==> config.mk <==
export PLATFORM = sky130hd
export DESIGN_NAME = eth_phy_rx_lock_mon
export DESIGN_NICKNAME = d
export VERILOG_FILES = /design/src/rtl/eth_phy_rx_lock_mon.sv
export SDC_FILE = /design/constraint.sdc
export NUM_CORES = 1
export LEC_CHECK = 0
export BUFFER_PORTS_ARGS = -buffer_cell sky130_fd_sc_hd__buf_2
export CAP_MARGIN = 20
export CORE_MARGIN = 2
export CORE_UTILIZATION = 30
export CTS_CLUSTER_SIZE = 12
export DETAILED_ROUTE_END_ITERATION = 10
export PLACE_DENSITY_LB_ADDON = 0.15
export SYNTH_ARGS = -nofsm -noshare
export SYNTH_HDL_FRONTEND = slang
export SYNTH_SLANG_ARGS = --single-unit
export TNS_END_PERCENT = 30
==> constraint.sdc <==
create_clock -name rx_clk -period 2.08 [get_ports rx_clk]
set_input_delay 0.312 -clock rx_clk [delete_from_list [all_inputs] [get_ports rx_clk]]
set_output_delay 0.312 -clock rx_clk [all_outputs]
set_load 0.01 [all_outputs]
==> src/rtl/eth_phy_rx_lock_mon.sv <==
// ---------------------------------------------------------------------------
// eth_phy_rx_lock_mon
//
// Multi-lane 64b/66b receive block-lock and BER monitor. It sits between the
// SERDES gearbox and the PCS decoder.
//
// Each lane checks its sync headers and drives bitslip until the lane
// achieves block lock. While locked, a lane drops lock after too many bad
// headers within an evaluation window. Each lane also tracks BER over a
// shared 125 us window and keeps a saturating error counter. After repeated
// slips without lock, the lane pulses a SERDES reset request.
//
// Ports
//   rx_clk               receive clock
//   rx_rst_n             asynchronous active-low reset
//   serdes_rx_hdr        sync headers, lane k at [k*HDR_WIDTH +: HDR_WIDTH]
//   serdes_rx_hdr_valid  per-lane header qualifier (0 = gearbox stall)
//   cfg_err_clr          synchronous clear of all error counters
//   serdes_rx_bitslip    per-lane bitslip request
//   serdes_rx_reset_req  per-lane one-cycle SERDES reset request
//   rx_block_lock        per-lane block lock
//   rx_high_ber          per-lane high BER flag
//   rx_status            registered rx_block_lock & ~rx_high_ber
//   rx_error_count       per-lane saturating invalid-header count
//   rx_all_lock          registered AND of all rx_block_lock bits
// ---------------------------------------------------------------------------
module eth_phy_rx_lock_mon #(
  parameter int LANES               = 4,
  parameter int HDR_WIDTH           = 2,
  parameter int LOCK_COUNT          = 64,
  parameter int WINDOW              = 1024,
  parameter int UNLOCK_THRESH       = 16,
  parameter int BITSLIP_HIGH_CYCLES = 1,
  parameter int BITSLIP_LOW_CYCLES  = 8,
  parameter int SLIP_LIMIT          = 128,
  parameter int COUNT_125US         = 19531,
  parameter int BER_THRESH          = 16,
  parameter int ERR_CNT_WIDTH       = 7
) (
  input  logic                           rx_clk,
  input  logic                           rx_rst_n,
  input  logic [LANES*HDR_WIDTH-1:0]     serdes_rx_hdr,
  input  logic [LANES-1:0]               serdes_rx_hdr_valid,
  input  logic                           cfg_err_clr,
  output logic [LANES-1:0]               serdes_rx_bitslip,
  output logic [LANES-1:0]               serdes_rx_reset_req,
  output logic [LANES-1:0]               rx_block_lock,
  output logic [LANES-1:0]               rx_high_ber,
  output logic [LANES-1:0]               rx_status,
  output logic [LANES*ERR_CNT_WIDTH-1:0] rx_error_count,
  output logic                           rx_all_lock
);

  localparam int SLIP_CYCLES = BITSLIP_HIGH_CYCLES + BITSLIP_LOW_CYCLES;
  localparam int LCW = $clog2(LOCK_COUNT + 1);
  localparam int WCW = $clog2(WINDOW + 1);
  localparam int ICW = $clog2(UNLOCK_THRESH + 1);
  localparam int SCW = $clog2(SLIP_LIMIT + 1);
  localparam int STW = $clog2(SLIP_CYCLES + 1);
  localparam int TW  = $clog2(COUNT_125US + 1);
  localparam int BCW = $clog2(BER_THRESH + 1);

  typedef enum logic [1:0] {
    ST_UNLOCKED = 2'd0,
    ST_SLIP     = 2'd1,
    ST_LOCKED   = 2'd2
  } state_t;

  // Shared free-running BER window timer.
  logic [TW-1:0] ber_timer_reg;
  logic          ber_wrap;

  assign ber_wrap = (ber_timer_reg == TW'(COUNT_125US - 1));

  always_ff @(posedge rx_clk or negedge rx_rst_n) begin
    if (!rx_rst_n) begin
      ber_timer_reg <= '0;
    end else if (ber_wrap) begin
      ber_timer_reg <= '0;
    end else begin
      ber_timer_reg <= ber_timer_reg + 1'b1;
    end
  end

  logic [LANES-1:0] block_lock_vec;
  logic [LANES-1:0] high_ber_vec;

  for (genvar gi = 0; gi < LANES; gi++) begin : g_lane
    logic [HDR_WIDTH-1:0] hdr;
    logic                 hdr_ok;
    logic                 good;
    logic                 bad;

    state_t               state_reg;
    state_t               state_next;
    logic [LCW-1:0]       lock_cnt_reg;
    logic [SCW-1:0]       slip_cnt_reg;
    logic [STW-1:0]       slip_tmr_reg;
    logic [WCW-1:0]       win_cnt_reg;
    logic [ICW-1:0]       inv_cnt_reg;
    logic                 reset_req_reg;
    logic [BCW-1:0]       ber_cnt_reg;
    logic                 high_ber_reg;
    logic [ERR_CNT_WIDTH-1:0] err_cnt_reg;

    logic                 lock_done;
    logic                 unlock_hit;
    logic                 slip_done;
    logic                 slip_over;
    logic                 lock_out;
    logic                 slip_out;

    assign hdr    = serdes_rx_hdr[gi*HDR_WIDTH +: HDR_WIDTH];
    assign hdr_ok = (hdr == HDR_WIDTH'(1)) || (hdr == HDR_WIDTH'(2));
    assign good   = serdes_rx_hdr_valid[gi] && hdr_ok;
    assign bad    = serdes_rx_hdr_valid[gi] && !hdr_ok;

    assign lock_done  = good && (lock_cnt_reg == LCW'(LOCK_COUNT - 1));
    assign unlock_hit = bad && (inv_cnt_reg == ICW'(UNLOCK_THRESH - 1));
    assign slip_done  = (slip_tmr_reg == STW'(SLIP_CYCLES - 1));
    assign slip_over  = (slip_cnt_reg == SCW'(SLIP_LIMIT - 1));

    // State register.
    always_ff @(posedge rx_clk or negedge rx_rst_n) begin
      if (!rx_rst_n) begin
        state_reg <= ST_UNLOCKED;
      end else begin
        state_reg <= state_next;
      end
    end

    // Next-state logic. In UNLOCKED, a bad header takes priority over lock.
    always_comb begin
      state_next = state_reg;
      case (state_reg)
        ST_UNLOCKED: begin
          if (bad) begin
            state_next = ST_SLIP;
          end else if (lock_done) begin
            state_next = ST_LOCKED;
          end
        end
        ST_SLIP: begin
          if (slip_done) begin
            state_next = ST_UNLOCKED;
          end
        end
        ST_LOCKED: begin
          if (unlock_hit) begin
            state_next = ST_UNLOCKED;
          end
        end
        default: state_next = ST_UNLOCKED;
      endcase
    end

    // Output decode from the registered state, so outputs are glitch-free
    // and fall to 0 with the asynchronous reset.
    always_comb begin
      lock_out = 1'b0;
      slip_out = 1'b0;
      case (state_reg)
        ST_LOCKED: lock_out = 1'b1;
        ST_SLIP:   slip_out = (slip_tmr_reg < STW'(BITSLIP_HIGH_CYCLES));
        default:   ;
      endcase
    end

    // Lock, slip and window counters.
    always_ff @(posedge rx_clk or negedge rx_rst_n) begin
      if (!rx_rst_n) begin
        lock_cnt_reg  <= '0;
        slip_cnt_reg  <= '0;
        slip_tmr_reg  <= '0;
        win_cnt_reg   <= '0;
        inv_cnt_reg   <= '0;
        reset_req_reg <= 1'b0;
      end else begin
        reset_req_reg <= 1'b0;
        case (state_reg)
          ST_UNLOCKED: begin
            if (bad) begin
              lock_cnt_reg <= '0;
              slip_tmr_reg <= '0;
              // The slip that reaches the limit also fires the reset request.
              // The slip itself still proceeds.
              if (slip_over) begin
                slip_cnt_reg  <= '0;
                reset_req_reg <= 1'b1;
              end else begin
                slip_cnt_reg <= slip_cnt_reg + 1'b1;
              end
            end else if (lock_done) begin
              lock_cnt_reg <= '0;
              slip_cnt_reg <= '0;
              win_cnt_reg  <= '0;
              inv_cnt_reg  <= '0;
            end else if (good) begin
              lock_cnt_reg <= lock_cnt_reg + 1'b1;
            end
          end
          ST_SLIP: begin
            slip_tmr_reg <= slip_tmr_reg + 1'b1;
          end
          ST_LOCKED: begin
            if (serdes_rx_hdr_valid[gi]) begin
              if (unlock_hit || (win_cnt_reg == WCW'(WINDOW - 1))) begin
                win_cnt_reg <= '0;
                inv_cnt_reg <= '0;
              end else begin
                win_cnt_reg <= win_cnt_reg + 1'b1;
                if (bad) begin
                  inv_cnt_reg <= inv_cnt_reg + 1'b1;
                end
              end
            end
          end
          default: ;
        endcase
      end
    end

    // BER count and error counter. A hit in the wrap cycle seeds the next
    // window rather than the one being evaluated.
    always_ff @(posedge rx_clk or negedge rx_rst_n) begin
      if (!rx_rst_n) begin
        ber_cnt_reg  <= '0;
        high_ber_reg <= 1'b0;
        err_cnt_reg  <= '0;
      end else begin
        if (ber_wrap) begin
          high_ber_reg <= (ber_cnt_reg >= BCW'(BER_THRESH));
          ber_cnt_reg  <= bad ? BCW'(1) : '0;
        end else if (bad && (ber_cnt_reg != BCW'(BER_THRESH))) begin
          ber_cnt_reg <= ber_cnt_reg + 1'b1;
        end

        if (cfg_err_clr) begin
          err_cnt_reg <= '0;
        end else if (bad && (state_reg != ST_SLIP) && (err_cnt_reg != '1)) begin
          err_cnt_reg <= err_cnt_reg + 1'b1;
        end
      end
    end

    assign block_lock_vec[gi]      = lock_out;
    assign high_ber_vec[gi]        = high_ber_reg;
    assign serdes_rx_bitslip[gi]   = slip_out;
    assign serdes_rx_reset_req[gi] = reset_req_reg;
    assign rx_error_count[gi*ERR_CNT_WIDTH +: ERR_CNT_WIDTH] = err_cnt_reg;
  end

  logic [LANES-1:0] status_reg;
  logic             all_lock_reg;

  always_ff @(posedge rx_clk or negedge rx_rst_n) begin
    if (!rx_rst_n) begin
      status_reg   <= '0;
      all_lock_reg <= 1'b0;
    end else begin
      status_reg   <= block_lock_vec & ~high_ber_vec;
      all_lock_reg <= &block_lock_vec;
    end
  end

  assign rx_block_lock = block_lock_vec;
  assign rx_high_ber   = high_ber_vec;
  assign rx_status     = status_reg;
  assign rx_all_lock   = all_lock_reg;

endmodule

# Word-level counts from Yosys, hierarchy flattened
# Index checks and enable logic that the tools add are counted.
classes:
  muxes: 137
  n_reduce_logical: 93
  eq_ne: 81
  addsub: 29
  bitwise: 2
  order_cmp: 8
op_table:
  columns: ["cell", "count"]
  rows:
  - ["2-to-1 mux 11 bit", 16]
  - ["2-to-1 mux 5 bit", 28]
  - ["2-to-1 mux 7 bit", 20]
  - ["2-to-1 mux 8 bit", 12]
  - ["one-hot mux 11 bit (2 select lines)", 4]
  - ["adder 7 x 1 -> 7 bit (second input constant)", 8]
  - ["!= test 2 bit (second input constant)", 24]
  - ["adder 11 x 1 -> 11 bit (second input constant)", 4]
  - ["== test 11 x 10 -> 1 bit (second input constant)", 4]
  - ["adder 5 x 1 -> 5 bit (second input constant)", 8]
  - ["one-hot mux 5 bit (2 select lines)", 4]
  - ["nonzero test 2 bit", 20]
  - ["adder 8 x 1 -> 8 bit (second input constant)", 4]
  - ["== test 8 x 7 -> 1 bit (second input constant)", 4]
  - ["2-to-1 mux 2 bit", 16]
  - ["one-hot mux 4 bit (2 select lines)", 4]
  - ["== test 7 x 6 -> 1 bit (second input constant)", 4]
  - ["logical AND 1 bit", 28]
  - ["!= test 7 bit (second input constant)", 4]
  - ["2-to-1 mux 1 bit", 24]
  - ["!= test 3 bit (second input constant)", 8]
  - ["one-hot mux 2 bit (3 select lines)", 4]
  - ["AND reduction 2 bit", 12]
  - ["== test 5 x 4 -> 1 bit (second input constant)", 4]
  - ["other kinds (21)", 82]
totals:
  ff_bits: 224
  wordCells: 393
  output_inout_bits: 49
  inputBits: 15

# Logic depth before layout (Yosys ltp)
logic_depth:
  word_depth: 9
  ltp_mapped: 8
  depth_no_buf: 7

# Worst setup path before layout
# No wires, ideal clock.
synth_path:
  path_type: "register to register"
  startpoint: "reg g_lane[2].win_cnt_reg[0]"
  endpoint: "reg g_lane[2].inv_cnt_reg[3]"
  n_path_buf: 2
  setup_time_ns: 0.082
  period_less_slack_ns: 1.911
  path_slack_ns: 0.169
  stages_incl_launch_ff: 8
  t_required_ns: 1.998
  arrival_ns: 1.829
  cell_sequence: "dfrtp_1 -> ha_1 -> and4_1 -> nand4b_1 -> clkbuf_1 -> clkbuf_1 -> a31oi_1 -> a31oi_1"
synth_between:
  elab_chain_len: 5
  word_cells_on_any_way: 7
  classes_between: "eq/ne (2); mux (3); reduce/logical (2)"
synth_lines:
  columns: ["item", "line_no", "rtl"]
  rows:
  - ["from (decl)", "99", "logic [WCW-1:0] win_cnt_reg;"]
  - ["from (signal assigned)", "211", "win_cnt_reg <= win_cnt_reg + 1'b1;"]
  - ["== test 11 x 10 -> 1 bit *", "207", "if (unlock_hit || (win_cnt_reg == WCW'(WINDOW - 1))) begin"]
  - ["logical OR 1 bit *", "207", null]
  - ["2-to-1 mux 5 bit", "207", null]
  - ["2-to-1 mux 5 bit", "206", "if (serdes_rx_hdr_valid[gi]) begin"]
  - ["one-hot mux 5 bit (2 select lines)", "180", "case (state_reg)"]
  - ["to (signal assigned)", "213", "inv_cnt_reg <= inv_cnt_reg + 1'b1;"]
  - ["to (decl)", "100", "logic [ICW-1:0] inv_cnt_reg;"]
# Every way passes the cells marked *; elsewhere a longest branch is shown, timed or not. The select of a mux whose other input is x is not followed.
# A chain may end at the register's enable or synchronous reset.

# Final worst setup path
layout_path:
  startpoint: "reg g_lane[1].inv_cnt_reg[0]"
  endpoint: "reg g_lane[1].inv_cnt_reg[3]"
layout_between:
  elab_chain_len: 6
  word_cells_on_any_way: 10
  classes_between: "add/sub (1); eq/ne (2); mux (4); reduce/logical (3)"
layout_lines:
  columns: ["item", "line_no"]
  rows:
  - ["from (decl)", "100"]
  - ["from (signal assigned)", "213"]
  - ["parallel branches: the longest is 6 deep, another holds adder 5 x 1 -> 5 bit", null]
# Several ways; the timed one is not identified. The select of a mux whose other input is x is not followed.

==> impl_metrics.ini <==
[route]
drcViolationCount = 0
postRouteWirelength_um = 27900
routedWlPerCell_um = 14.7
route.vias.total = 9586
via_per_inst = 5.06
drtPass1Iterations = 5
first_drt_iteration_drcs = 553
ant_nets = 0

[sta]
timing_hold_violations_final = 0
layout_min_cycle_time_ps = 1990
grt_setup_unrepaired = no
setup_viol = 0
fmaxAchievable_mhz = 503
worst_slew_pin_slew_ps = 664
slew_viol_final = 0
slew-limit-headroom_pct = 55.3
clk_skew_ps = 8.31
final_min_period_over_clock_period_pct = 95.6
post-route-worst-setup-slack_ps = 92.0

[synth]
synth_cells = 1231
most_frequently_used_flop_master_after_synthesis = sky130_fd_sc_hd__dfrtp_1
synth.net_count = 1288
share_of_synthesized_cell_area_in_full_adder_half_adder_and_majority_cells_pct = 4.35
seq_area_frac_synth_pct = 46.4
synth_xor_xnor_area_share_pct = 4.12
synthesis.yosys.warnings = 0
synth_area_leaders = sky130_fd_sc_hd__dfrtp_1 46%, sky130_fd_sc_hd__ha_1 4.4%, sky130_fd_sc_hd__nand3_1 3.1%, sky130_fd_sc_hd__a31oi_1 3.1%, sky130_fd_sc_hd__nand2_1 2.6%
synth-compound-area-share_pct = 16.0
yosysTopAreaCell = sky130_fd_sc_hd__dfrtp_1
synth_largest_type_area_fraction_pct = 46.4
synthDistinctLibCells = 76
syn-cell-area_um2 = 12100
asyncSetResetFlopFracSynth_pct = 100
count_of_flip_flops_with_a_built_in_enable_after_synthesis = 0
synth.ff_latch_count = 224
postSynthAreaPerCell_um2 = 9.80
synth_top_family_by_area = simple AND/OR/NAND/NOR gates
multiplexer_fraction_of_the_synthesized_cell_area_pct = 2.32
simple_gate_fraction_of_synth_area_pct = 22.6

[worst_setup_path]
end_kind = flip-flop
timing.critical_path.required_ps = 2550
worstReg2RegEnd = g_lane[1].inv_cnt_reg[3]
worstSetupStartpointType = flip-flop
worst_r2r_startpoint = g_lane[1].inv_cnt_reg[0]
arrival_time_of_the_worst_setup_path_ps = 2460
path_max_fanout = 4
timing_worst_setup_path_type = reg2reg
reg2regPathDepth = 7
timing.reg2reg.setup_slack_ps = 90

[hold_path]
min-delay-start = cfg_err_clr
worst_hold_path.num_cells = 2
hold_class = in2reg
whs_endpoint = g_lane[2].err_cnt_reg[6]

[power_and_ir_drop]
power.density_cell_area_nw_per_um2 = 931
power.total_mw = 13.5
total_leakage_power_nw = 6.44
worst_ir_drop_vdd_uv = 605

[global_routing]
vias_in_the_first_global_route = 9553
tot_gr_track_use_pct = 13.7
sum_of_overflow_across_all_layers_after_global_routing = 0
antenna_found_initial = 1
pin_count_of_the_biggest_net_entering_global_routing = 52
grt_first_pass_wirelength_um = 48400

[clock_network]
cts_buffer_depth = 3
clk-insertion-delay-late_ps = 530
tritoncts = done
clock_tree.root_cell = sky130_fd_sc_hd__clkbuf_16
cts-buffers-inserted = 28
clkTransAtPathRegs_ps = 60
htreeDepth = 1
cts_num_sinks = 224

[floorplan]
rows = 73
io_pins = 64
initial_core_util_pct = 30.4
fp.dieArea_um2 = 41900
die-height_um = 205
fp.coreArea_um2 = 39700
die_width_um = 205

[placement]
hpwl_um = 19500
place_inst = 1841
place_ws_ps = 91.0
numPortBuffers = 63
finalWeightedCongestion = 0.782

[cells_and_area]
nets = 1404
final.fill_count = 4013
antenna_cells_inserted = 0
syn2layout_area_growth_pct = 20.6
layout-drive-gt1-share_pct = 17.5
final_common_cell = sky130_fd_sc_hd__dfrtp_1
finish.cell_count_without_fillers = 1894
number_of_flip_flops_in_the_largest_register = 44
mostFrequentLayoutCells = 222 x sky130_fd_sc_hd__dfrtp_1, 85 x sky130_fd_sc_hd__nor2_1, 85 x sky130_fd_sc_hd__nand2_1, 75 x sky130_fd_sc_hd__nand3_1, 72 x sky130_fd_sc_hd__buf_4

[run_status]
status = complete, no violations

[job]
maxCapViolCount = 0
cells in the mapped netlist, types with 10 or more instances:
library cell,count
sky130_fd_sc_hd__and4_1,13
sky130_fd_sc_hd__nand4_1,38
sky130_fd_sc_hd__mux2i_1,13
sky130_fd_sc_hd__clkbuf_1,28
sky130_fd_sc_hd__o21ai_0,50
sky130_fd_sc_hd__or3_1,10
sky130_fd_sc_hd__nand2_1,85
sky130_fd_sc_hd__buf_4,16
sky130_fd_sc_hd__a21oi_1,39
sky130_fd_sc_hd__mux2_2,12
sky130_fd_sc_hd__and3_1,30
sky130_fd_sc_hd__ha_1,42
sky130_fd_sc_hd__xnor2_1,18
sky130_fd_sc_hd__nand3b_1,17
sky130_fd_sc_hd__and2_1,17
sky130_fd_sc_hd__or4_1,17
sky130_fd_sc_hd__a22o_1,18
sky130_fd_sc_hd__nor3_1,25
sky130_fd_sc_hd__nor2_1,85
sky130_fd_sc_hd__dfrtp_1,224
sky130_fd_sc_hd__nand2b_1,20
sky130_fd_sc_hd__xor2_1,35
sky130_fd_sc_hd__nand3_1,75
sky130_fd_sc_hd__nor2b_1,13
sky130_fd_sc_hd__o31ai_1,23
sky130_fd_sc_hd__inv_1,58
sky130_fd_sc_hd__a31oi_1,59
layer usage:
metal	GRT usage (%)	up-vias	routed length [um]
li1	-	4799	-
met1	19.5	4650	14200
met2	22.1	102	12400
met3	2.10	33	795
met4	2.56	2	464
met5	0	-	13
timing repair:
| item | in CTS | in global routing |
|---|---|---|
| setup endpoints to repair | 4 | 7 |
| endpoints found under the hold margin | 44 | 0 |
| resized for setup | 8 | 7 |
| buffers inserted | 0 | 0 |
| pin swaps | 1 | 1 |
| hold buffers | 1 | 0 |
where the power goes:
| part | internal [mW] | total (mW) | switching (mW) |
|---|---|---|---|
| Combinational | 1.15 | 2.46 | 1.31 |
| Clock | 3.36 | 5.27 | 1.90 |
| Sequential | 5.04 | 5.82 | 0.783 |
critical path: stages (launching register included):
cell and delay (ps):
sky130_fd_sc_hd__dfrtp_1 400, sky130_fd_sc_hd__ha_1 230, sky130_fd_sc_hd__and3_1 190, sky130_fd_sc_hd__ha_1 200, sky130_fd_sc_hd__buf_4 140, sky130_fd_sc_hd__nor2_1 90, sky130_fd_sc_hd__or4b_2 590, sky130_fd_sc_hd__nand3_1 100
per-stage QoR:
step | utilization [%] | setup TNS [ps] | instance area (um^2) | hold slack, ps
global placement | 33.8 | 0 | 13400 | 271
detailed placement | 33.8 | 0 | 13400 | 279
CTS | 36.5 | -3.81 | 14500 | 36.2
global route | 36.6 | 0 | 14600 | 63.0
finish | 36.6 | 0 | 14600 | 58.1
floorplan | - | 0 | 12100 | 16.4
area by class of cell:
type	instances	area (um^2)	share of cell area [%]
tap	525	657	4.51
inverter	58	218	1.50
clock buffer	46	920	6.32
sequential	224	5610	38.5
clock inverter	6	105	0.722
timing repair buffer	143	1020	6.98
multi-input combinational	892	6030	41.4
worst max path at each step:
stage / from / end / cells after the start
after floorplan: g_lane[2].win_cnt_reg[0] / g_lane[2].inv_cnt_reg[3] / 7
final: g_lane[1].inv_cnt_reg[0] / g_lane[1].inv_cnt_reg[3] / 7
after global placement: g_lane[1].inv_cnt_reg[0] / g_lane[1].inv_cnt_reg[3] / 7
after global routing: g_lane[1].inv_cnt_reg[0] / g_lane[1].win_cnt_reg[4] / 8
after detailed placement: g_lane[1].inv_cnt_reg[0] / g_lane[1].inv_cnt_reg[3] / 7
after CTS: g_lane[2].state_reg[1] / serdes_rx_bitslip[2] / 3
cells by family after synthesis:
| group | count (synthesis) |
|---|---|
| and+or+nand+nor | 493 |
| AOI/OAI and AO/OA | 276 |
| DFF | 224 |
| buffers and inverters | 115 |
| xor gates and xnor gates | 55 |
| adders and majority gates | 42 |
| muxes | 26 |
Power figures use the tool's default switching activity.
